<file path="config.mk">
export PLATFORM = sky130hd
export DESIGN_NAME = result_stream_packer_flat
export DESIGN_NICKNAME = d
export VERILOG_FILES = /design/src/rtl/result_stream_packer_if.sv /design/src/rtl/result_stream_packer.sv /design/src/flat_wrapper.sv
export SDC_FILE = /design/constraint.sdc
export NUM_CORES = 1
export LEC_CHECK = 0
export BUFFER_PORTS_ARGS = -buffer_cell sky130_fd_sc_hd__buf_2
export CORE_ASPECT_RATIO = 0.75
export CORE_MARGIN = 4
export CORE_UTILIZATION = 58
export DETAILED_ROUTE_END_ITERATION = 6
export PLACE_DENSITY_LB_ADDON = 0.15
export SLEW_MARGIN = 20
export SYNTH_ARGS = -nofsm -noshare
export SYNTH_HDL_FRONTEND = slang
export SYNTH_SLANG_ARGS = --single-unit
export TNS_END_PERCENT = 100
</file>
<file path="constraint.sdc">
create_clock -name clk -period 38.9 [get_ports clk]
set_input_delay 7.78 -clock clk [delete_from_list [all_inputs] [get_ports clk]]
set_output_delay 7.78 -clock clk [all_outputs]
set_load 0.01 [all_outputs]
</file>
<file path="src/rtl/result_stream_packer_if.sv">
`default_nettype none
// Controller-side capture/frame signals and host-side stream signals of the packer.
interface result_stream_packer_if #(
   parameter int DEPTH = 8
);
   logic                   req;
   logic                   rd_wr;
   logic [1:0]             wr_index;
   logic [31:0]            write_data;
   logic [7:0]             set;
   logic                   set_done;
   logic [31:0]            host_data;
   logic                   host_valid;
   logic                   host_ready;
   logic                   host_last;
   logic [15:0]            frame_count;
   logic                   seq_err;
   logic                   overflow;
   logic [$clog2(DEPTH):0] entries;

   modport master (
      output req, rd_wr, wr_index, write_data, set, set_done, host_ready,
      input  host_data, host_valid, host_last, frame_count, seq_err, overflow, entries
   );

   modport slave (
      input  req, rd_wr, wr_index, write_data, set, set_done, host_ready,
      output host_data, host_valid, host_last, frame_count, seq_err, overflow, entries
   );
endinterface
`default_nettype wire

</file>
<file path="src/rtl/result_stream_packer.sv">
`default_nettype none
// Result stream packer: assembles three result words per set into a tagged record,
// queues records and frame markers, and streams them to the host as 32-bit words.
module result_stream_packer #(
   parameter int         DEPTH   = 8,
   parameter logic [7:0] HDR_TAG = 8'hA5
) (
   input  wire                   clk,
   input  wire                   rst_n,
   result_stream_packer_if.slave bus
);
   localparam int              c_AW      = $clog2(DEPTH);
   localparam logic [c_AW:0]   c_FULL    = (c_AW+1)'(DEPTH);
   localparam logic [c_AW:0]   c_CNT_ONE = (c_AW+1)'(1);
   localparam logic [c_AW-1:0] c_PTR_ONE = c_AW'(1);

   typedef struct packed {
      logic        typ;
      logic [7:0]  set;
      logic [31:0] w0;
      logic [31:0] w1;
      logic [31:0] w2;
   } entry_t;

   typedef enum logic [1:0] {EXP0 = 2'd0, EXP1 = 2'd1, EXP2 = 2'd2} asm_t;
   typedef enum logic [2:0] {IDLE = 3'd0, HDR = 3'd1, D0 = 3'd2, D1 = 3'd3, D2 = 3'd4} drn_t;

   function automatic logic [31:0] f_hdr(input logic typ, input logic [7:0] s);
      return {HDR_TAG, s, 7'b0, typ, 8'b0};
   endfunction

   asm_t            r_asm;
   logic [31:0]     r_w0;
   logic [31:0]     r_w1;
   logic [7:0]      r_set;
   logic            r_seq_err;
   logic            r_pend;
   logic [7:0]      r_pend_set;
   entry_t          r_mem [DEPTH];
   logic [c_AW-1:0] r_wp;
   logic [c_AW-1:0] r_rp;
   logic [c_AW:0]   r_cnt;
   logic            r_overflow;
   logic [15:0]     r_frame_cnt;
   drn_t            r_drn;
   logic            r_valid;
   logic            r_last;
   logic [31:0]     r_data;

   logic            w_cap;
   logic            w_data_push;
   logic            w_mark_req;
   logic [7:0]      w_mark_set;
   logic            w_push;
   logic            w_push_ok;
   logic            w_pop;
   logic            w_acc;
   logic            w_more;
   logic            w_next_typ;
   logic [7:0]      w_next_set;
   logic [c_AW-1:0] w_rp_nxt;
   entry_t          w_push_entry;
   entry_t          w_head;

   assign w_cap       = bus.req & bus.rd_wr;
   assign w_data_push = w_cap && (r_asm == EXP2) && (bus.wr_index == 2'd2);

   // Index 0 always (re)starts a record; any other out-of-order index abandons it.
   always_ff @(posedge clk or negedge rst_n) begin
      if (!rst_n) begin
         r_asm     <= EXP0;
         r_w0      <= '0;
         r_w1      <= '0;
         r_set     <= '0;
         r_seq_err <= 1'b0;
      end else if (w_cap) begin
         if (bus.wr_index == 2'd0) begin
            r_w0  <= bus.write_data;
            r_set <= bus.set;
            r_asm <= EXP1;
            if (r_asm != EXP0) r_seq_err <= 1'b1;
         end else if ((r_asm == EXP1) && (bus.wr_index == 2'd1)) begin
            r_w1  <= bus.write_data;
            r_asm <= EXP2;
         end else if ((r_asm == EXP2) && (bus.wr_index == 2'd2)) begin
            r_asm <= EXP0;
         end else begin
            r_seq_err <= 1'b1;
            r_asm     <= EXP0;
         end
      end
   end

   // A marker colliding with a data push waits one cycle; repeats while waiting merge.
   assign w_mark_req = bus.set_done | r_pend;
   assign w_mark_set = r_pend ? r_pend_set : bus.set;

   always_ff @(posedge clk or negedge rst_n) begin
      if (!rst_n) begin
         r_pend     <= 1'b0;
         r_pend_set <= '0;
      end else begin
         r_pend <= w_data_push & w_mark_req;
         if (w_data_push & ~r_pend) r_pend_set <= bus.set;
      end
   end

   assign w_push       = w_data_push | w_mark_req;
   assign w_push_entry = w_data_push ? {1'b0, r_set, r_w0, r_w1, bus.write_data}
                                     : {1'b1, w_mark_set, 96'b0};
   assign w_push_ok    = w_push & ((r_cnt != c_FULL) | w_pop);

   always_ff @(posedge clk) begin
      if (w_push_ok) r_mem[r_wp] <= w_push_entry;
   end

   always_ff @(posedge clk or negedge rst_n) begin
      if (!rst_n) begin
         r_wp        <= '0;
         r_rp        <= '0;
         r_cnt       <= '0;
         r_overflow  <= 1'b0;
         r_frame_cnt <= '0;
      end else begin
         if (w_push_ok) r_wp <= r_wp + c_PTR_ONE;
         if (w_pop)     r_rp <= w_rp_nxt;
         if (w_push_ok && !w_pop)      r_cnt <= r_cnt + c_CNT_ONE;
         else if (!w_push_ok && w_pop) r_cnt <= r_cnt - c_CNT_ONE;
         if (w_push && !w_push_ok)      r_overflow  <= 1'b1;
         if (w_push_ok && !w_data_push) r_frame_cnt <= r_frame_cnt + 16'd1;
      end
   end

   assign w_head   = r_mem[r_rp];
   assign w_acc    = r_valid & bus.host_ready;
   assign w_pop    = w_acc & (((r_drn == HDR) & w_head.typ) | (r_drn == D2));
   assign w_rp_nxt = r_rp + c_PTR_ONE;
   // With a single entry left, the follow-on header comes straight from this cycle's push.
   assign w_more     = (r_cnt > c_CNT_ONE) | w_push_ok;
   assign w_next_typ = (r_cnt > c_CNT_ONE) ? r_mem[w_rp_nxt].typ : w_push_entry.typ;
   assign w_next_set = (r_cnt > c_CNT_ONE) ? r_mem[w_rp_nxt].set : w_push_entry.set;

   always_ff @(posedge clk or negedge rst_n) begin
      if (!rst_n) begin
         r_drn   <= IDLE;
         r_valid <= 1'b0;
         r_last  <= 1'b0;
         r_data  <= '0;
      end else if (w_pop) begin
         if (w_more) begin
            r_drn   <= HDR;
            r_valid <= 1'b1;
            r_data  <= f_hdr(w_next_typ, w_next_set);
            r_last  <= w_next_typ;
         end else begin
            r_drn   <= IDLE;
            r_valid <= 1'b0;
            r_last  <= 1'b0;
            r_data  <= '0;
         end
      end else begin
         case (r_drn)
            IDLE: if (r_cnt != '0) begin
               r_drn   <= HDR;
               r_valid <= 1'b1;
               r_data  <= f_hdr(w_head.typ, w_head.set);
               r_last  <= w_head.typ;
            end
            HDR: if (w_acc) begin
               r_drn  <= D0;
               r_data <= w_head.w0;
               r_last <= 1'b0;
            end
            D0: if (w_acc) begin
               r_drn  <= D1;
               r_data <= w_head.w1;
            end
            D1: if (w_acc) begin
               r_drn  <= D2;
               r_data <= w_head.w2;
               r_last <= 1'b1;
            end
            D2: ;
            default: begin
               r_drn   <= IDLE;
               r_valid <= 1'b0;
            end
         endcase
      end
   end

   assign bus.host_data   = r_data;
   assign bus.host_valid  = r_valid;
   assign bus.host_last   = r_last;
   assign bus.frame_count = r_frame_cnt;
   assign bus.seq_err     = r_seq_err;
   assign bus.overflow    = r_overflow;
   assign bus.entries     = r_cnt;
endmodule
`default_nettype wire

</file>
<file path="src/flat_wrapper.sv">
// flat-port wrapper written by rule: the top's interface ports become plain ports
module result_stream_packer_flat 
#(
   parameter int         DEPTH   = 8,
   parameter logic [7:0] HDR_TAG = 8'hA5
)
  (clk, rst_n, bus_req, bus_rd_wr, bus_wr_index, bus_write_data, bus_set, bus_set_done, bus_host_ready, bus_host_data, bus_host_valid, bus_host_last, bus_frame_count, bus_seq_err, bus_overflow, bus_entries);
  result_stream_packer_if #(.DEPTH(DEPTH)) bus_i ();
  input  wire clk;
  input  wire rst_n;
  input wire logic [$bits(bus_i.req)-1:0] bus_req;
  input wire logic [$bits(bus_i.rd_wr)-1:0] bus_rd_wr;
  input wire logic [$bits(bus_i.wr_index)-1:0] bus_wr_index;
  input wire logic [$bits(bus_i.write_data)-1:0] bus_write_data;
  input wire logic [$bits(bus_i.set)-1:0] bus_set;
  input wire logic [$bits(bus_i.set_done)-1:0] bus_set_done;
  input wire logic [$bits(bus_i.host_ready)-1:0] bus_host_ready;
  output wire logic [$bits(bus_i.host_data)-1:0] bus_host_data;
  output wire logic [$bits(bus_i.host_valid)-1:0] bus_host_valid;
  output wire logic [$bits(bus_i.host_last)-1:0] bus_host_last;
  output wire logic [$bits(bus_i.frame_count)-1:0] bus_frame_count;
  output wire logic [$bits(bus_i.seq_err)-1:0] bus_seq_err;
  output wire logic [$bits(bus_i.overflow)-1:0] bus_overflow;
  output wire logic [$bits(bus_i.entries)-1:0] bus_entries;
  assign bus_i.req = bus_req;
  assign bus_i.rd_wr = bus_rd_wr;
  assign bus_i.wr_index = bus_wr_index;
  assign bus_i.write_data = bus_write_data;
  assign bus_i.set = bus_set;
  assign bus_i.set_done = bus_set_done;
  assign bus_i.host_ready = bus_host_ready;
  assign bus_host_data = bus_i.host_data;
  assign bus_host_valid = bus_i.host_valid;
  assign bus_host_last = bus_i.host_last;
  assign bus_frame_count = bus_i.frame_count;
  assign bus_seq_err = bus_i.seq_err;
  assign bus_overflow = bus_i.overflow;
  assign bus_entries = bus_i.entries;
  result_stream_packer #(.DEPTH(DEPTH), .HDR_TAG(HDR_TAG)) u_core (.clk(clk), .rst_n(rst_n), .bus(bus_i));
endmodule
</file>
==> flow_summary.html <==
<table>
<tr><th>Metric</th><th>Value</th></tr>
<tr><th colspan="2">Outcome</th></tr>
<tr><td>Status</td><td>finished, final reports clean</td></tr>
<tr><th colspan="2">Synthesis</th></tr>
<tr><td>Largest family of logic cells by synthesized area</td><td>multiplexers</td></tr>
<tr><td>Multiplexer share of the synthesized area</td><td>0.161</td></tr>
<tr><td>Number of distinct library cells after synthesis</td><td>70</td></tr>
<tr><td>Share of flip-flops with an asynchronous set or reset after synthesis</td><td>0.150</td></tr>
<tr><td>Cell area after technology mapping</td><td>around 40000 sq um</td></tr>
<tr><td>Sequential fraction of the synthesis area</td><td>0.726</td></tr>
<tr><td>Cell taking the most area after synthesis</td><td>edfxtp_1</td></tr>
<tr><td>Arithmetic-cell share of the synthesized area counting full adders, half adders and majority gates</td><td>0.00280</td></tr>
<tr><td>Cell types with the largest area share after synthesis</td><td>edfxtp_1, mux4_2, dfrtp_1, mux2i_1, mux2_2</td></tr>
<tr><td>Syn Area/Cell</td><td>roughly 19 sq um</td></tr>
<tr><td>Yosys warnings</td><td>0</td></tr>
<tr><td>Simple-gate area share of the yosys netlist</td><td>0.0486</td></tr>
<tr><td>EDFF count, synth</td><td>between 800 and 900</td></tr>
<tr><td>Fraction of synthesized cell area in xor and xnor cells</td><td>0.00591</td></tr>
<tr><td>Cell count after synthesis</td><td>2119</td></tr>
<tr><td>Area fraction in compound gates after synthesis</td><td>0.0367</td></tr>
<tr><td>Total of flip-flops plus latches after synthesis</td><td>988</td></tr>
<tr><td>Yosys top cell area share</td><td>0.633</td></tr>
<tr><td>Main flop type after synthesis</td><td>edfxtp_1</td></tr>
<tr><td>Mapped Nets</td><td>2175</td></tr>
<tr><th colspan="2">Timing</th></tr>
<tr><td>Least setup slack across all paths after layout</td><td>27880 ps</td></tr>
<tr><td>Final hold slack</td><td>~470 ps</td></tr>
<tr><td>Top achievable clock speed</td><td>between 0.09 and 0.1 GHz</td></tr>
<tr><td>Number of max-slew violations in the final report</td><td>0</td></tr>
<tr><td>Final setup vio count</td><td>0</td></tr>
<tr><td>Final hold violations</td><td>0</td></tr>
<tr><td>Crit path time final</td><td>around 11000 ps</td></tr>
<tr><td>Accumulated negative setup slack</td><td>0 ps</td></tr>
<tr><td>Setup repair after global routing missed its margin</td><td>false</td></tr>
<tr><td>Worst setup skew after layout</td><td>30.8 ps</td></tr>
<tr><td>Final critical-path share of the clock period</td><td>0.283</td></tr>
<tr><td>Slew at the pin closest to its max-slew limit</td><td>1080 ps</td></tr>
<tr><td>Normalized max-slew margin</td><td>0.277</td></tr>
<tr><th colspan="2">Route</th></tr>
<tr><td>Starting DRT DRC Count</td><td>slightly above 2000</td></tr>
<tr><td>Total via count in the routed design</td><td>about 20000</td></tr>
<tr><td>Remaining DRCs</td><td>0</td></tr>
<tr><td>Final routed wire length divided by cell count</td><td>between 20 and 30 um</td></tr>
<tr><td>Via count normalized by instance count</td><td>6.35</td></tr>
<tr><td>Antenna Violating Nets Remaining</td><td>0</td></tr>
<tr><td>Sum of routed wire length over all layers</td><td>around 86 mm</td></tr>
<tr><td>Pre-Repair DR Iteration Count</td><td>5</td></tr>
<tr><th colspan="2">Clocking</th></tr>
<tr><td>TritonCTS buffer count</td><td>roughly 90</td></tr>
<tr><td>Cts hold-fix bufs</td><td>0</td></tr>
<tr><td>Post-CTS repair timing setup buffer count</td><td>0</td></tr>
<tr><td>Maximum number of buffers from clock root to sink</td><td>3</td></tr>
<tr><td>CTS sink cnt</td><td>just under 1000</td></tr>
<tr><td>TritonCTS clock tree</td><td>yes</td></tr>
<tr><td>Clock edge transition at the registers on the reported setup and hold paths</td><td>~60 ps</td></tr>
<tr><td>H-tree level count</td><td>3</td></tr>
<tr><td>Root buffer cell</td><td>clkbuf_16</td></tr>
<tr><td>Cts repair resizes</td><td>0</td></tr>
<tr><td>Worst-Skew Late Latency</td><td>around 670 ps</td></tr>
<tr><th colspan="2">Worst setup path</th></tr>
<tr><td>Slack of the worst reg-to-reg path</td><td>about 34000 ps</td></tr>
<tr><td>Data arrival at the endpoint of the critical path</td><td>about 11000 ps</td></tr>
<tr><td>Required time reported for the critical path endpoint</td><td>39160 ps</td></tr>
<tr><td>Startpoint of the worst register-to-register path</td><td>u_core.r_rp[1]</td></tr>
<tr><td>Launching element type of the critical path</td><td>primary input</td></tr>
<tr><td>Cell chain of the critical path</td><td>buf_2, nand2_1, nor3_1, a41oi_4, nand2_1, o21ai_2, inv_2, nand2_1, nor3b_2, buf_4, buf_4</td></tr>
<tr><td>Worst flop-to-flop path endpoint</td><td>u_core.r_mem[6][7]</td></tr>
<tr><td>Crit-path most repeated cell</td><td>nand2_1</td></tr>
<tr><td>Highest-delay cell along the critical path</td><td>buf_4</td></tr>
<tr><td>Critical path peak fanout</td><td>63</td></tr>
<tr><td>Setup Crit Path Kind</td><td>in -&gt; reg</td></tr>
<tr><td>Stage delay of the slowest cell on the critical path</td><td>940 ps</td></tr>
<tr><td>Kind of end point of the critical path</td><td>register</td></tr>
<tr><td>Number of cells on the worst reg-to-reg path</td><td>10</td></tr>
<tr><th colspan="2">Cells and area</th></tr>
<tr><td>Post-synthesis to final-layout area growth</td><td>10.7%</td></tr>
<tr><td>Area of the multi-input gates</td><td>between 10000 and 15000 sq um</td></tr>
<tr><td>Final core utilization</td><td>0.654</td></tr>
<tr><td>Antenna diode count</td><td>0</td></tr>
<tr><td>Final #Nets</td><td>approximately 2300</td></tr>
<tr><td>Fill cell count</td><td>between 4000 and 5000</td></tr>
<tr><td>Post-route insts no fill</td><td>3193</td></tr>
<tr><td>Proportion of layout cells with a drive suffix above 1</td><td>0.259</td></tr>
<tr><td>Footprint of the flip-flops and latches</td><td>around 29000 sq um</td></tr>
<tr><th colspan="2">Placement</th></tr>
<tr><td>Cell count after placement</td><td>3021</td></tr>
<tr><td>Input/output buffers</td><td>a little over 100</td></tr>
<tr><td>Placement-stage worst setup slack</td><td>~27000 ps</td></tr>
<tr><td>Gp weighted congestion</td><td>slightly below 0.8</td></tr>
<tr><td>Detailed Place HPWL</td><td>about 46 mm</td></tr>
<tr><th colspan="2">Min path</th></tr>
<tr><td>Origin of the worst min-delay path</td><td>u_core.bus.seq_err</td></tr>
<tr><td>HP Class</td><td>reg -&gt; reg</td></tr>
<tr><td>Number of cells on the worst hold path</td><td>1</td></tr>
<tr><td>WHS Endpoint</td><td>u_core.bus.seq_err</td></tr>
<tr><th colspan="2">Floorplanning</th></tr>
<tr><td>Std-Cell Core Area</td><td>between 60000 and 70000 sq um</td></tr>
<tr><td>Height of the chip</td><td>approximately 230 um</td></tr>
<tr><td>Site row count</td><td>just over 80</td></tr>
<tr><td>Count of pins on the block boundary</td><td>104</td></tr>
<tr><td>Die Area</td><td>around 73000 sq um</td></tr>
<tr><td>Starting Density</td><td>0.591</td></tr>
<tr><td>DIE WIDTH</td><td>around 310 um</td></tr>
<tr><th colspan="2">GRT</th></tr>
<tr><td>Number of global-route vias before repair</td><td>around 21000</td></tr>
<tr><td>Global-route wire length before repair</td><td>roughly 130 mm</td></tr>
<tr><td>Largest net degree at the start of global routing</td><td>roughly 130</td></tr>
<tr><td>Total congestion overflow after global routing</td><td>0</td></tr>
<tr><td>Antenna violations before repair</td><td>0</td></tr>
<tr><td>Global Route Usage Sum</td><td>0.238</td></tr>
<tr><th colspan="2">Power and ir drop</th></tr>
<tr><td>Leakage power summed over all cells</td><td>between 0.015 and 0.02 uW</td></tr>
<tr><td>Power density over cell area</td><td>73.3 nW/um^2</td></tr>
<tr><td>Peak supply drop</td><td>~0.00006 V</td></tr>
<tr><th colspan="2">Flow run</th></tr>
<tr><td>Max-Cap Viols</td><td>0</td></tr>
</table>
critical path, delay by kind of cell:
family / cells / cell delay, ps
buffers and inverters: 4 / 1810
AND/OR/NAND/NOR: 5 / 1240
AO/OA/AOI/OAI: 2 / 350
how the worst max path moves through the flow:
stage | from | end | slack [ps]
after floorplan | bus_host_ready | u_core.r_mem[4][0] | 18750
after global placement | bus_host_ready | u_core.r_mem[6][75] | 27410
after detailed placement | bus_host_ready | u_core.r_mem[6][75] | 27310
after CTS | bus_host_ready | u_core.r_mem[6][74] | 28000
after global routing | bus_host_ready | u_core.r_mem[6][10] | 27660
final | bus_host_ready | u_core.r_mem[6][7] | 27880
registers in the layout, indices dropped and copies added (netlist names), 2 cells and up:
register and cells:
u_core.r_rp 3, u_core.r_w0 32, u_core.r_set 8, u_core.r_pend_set 8
u_core.bus.frame_count 16, u_core.bus.host_data 32, u_core.bus.entries 4, u_core.r_wp 3
u_core.r_drn 3, u_core.r_w1 32, u_core.r_asm 2, u_core.r_mem 840
cells in the mapped netlist, types with 14 or more instances:
cell type  number
a21oi_1        36
a221oi_1       17
a22o_1         21
a22oi_1        43
and2_1        105
buf_2          28
buf_4          14
buf_6          19
clkbuf_1       48
dfrtp_1       148
edfxtp_1      840
mux2_2         81
mux2i_1       101
mux4_2        198
nand2_1       171
nand3_1        15
nor2_1         34
o21ai_0        21
xnor2_1        19
stage by stage:
step	area, sq um	total power, uW
after floorplan	39800	2140
after global placement	41100	2370
after detailed placement	41100	2390
after CTS	44100	3260
after global routing	44100	3380
final	44100	3230
cell families (layout without fill, tap and decap cells):
group / Yosys count / count (layout)
xor+xnor: 26 / 26
compound gates: 197 / 197
mux: 382 / 382
buf+inv: 131 / 323
fa+ha+maj: 9 / 9
simple gates: 386 / 386
flops: 988 / 988
per-layer routing:
| metal | vias to the layer above | track usage | wire, um |
|---|---|---|---|
| li1 | 8668 | - | - |
| met1 | 10722 | 0.351 | 37200 |
| met2 | 742 | 0.366 | 40600 |
| met3 | 148 | 0.0498 | 6310 |
| met4 | 0 | 0.0678 | 2180 |
| met5 | - | 0 | 0 |
power by group:
| group | switching [uW] | internal, uW |
|---|---|---|
| Clock | 382 | 488 |
| Sequential | 86.3 | 1320 |
| Combinational | 552 | 406 |
| Total | 1020 | 2210 |
cell usage in the layout (no fill, tap or decap), types with 7 or more instances in the layout:
master	synthesis	final
edfxtp_1	840	840
mux4_2	198	198
nand2_1	171	170
dfrtp_1	148	143
and2_1	105	105
buf_2	28	102
mux2i_1	101	101
clkbuf_16	0	93
mux2_2	81	81
a22oi_1	43	43
buf_4	14	37
a21oi_1	36	36
nor2_1	34	31
clkbuf_1	48	26
a22o_1	21	21
o21ai_0	21	19
xnor2_1	19	19
clkinv_2	0	19
a221oi_1	17	17
nand3_1	15	15
clkbuf_8	0	12
o21ai_1	9	11
o211ai_1	11	11
nor2b_1	9	9
nand2b_1	8	8
nand4_1	8	8
ha_1	8	8
clkinv_1	0	8
inv_1	7	7
a31oi_1	7	7
layout make-up:
| type | count | share of cell area |
|---|---|---|
| Sequential cell | 988 | 0.656 |
| Multi-Input combinational cell | 1000 | 0.232 |
| Clock buffer | 132 | 0.0589 |
| Tap cell | 882 | 0.0250 |
| Timing Repair Buffer | 142 | 0.0190 |
| Clock inverter | 40 | 0.00812 |
| Inverter | 9 | 0.000766 |
Power figures use the tool's default switching activity.
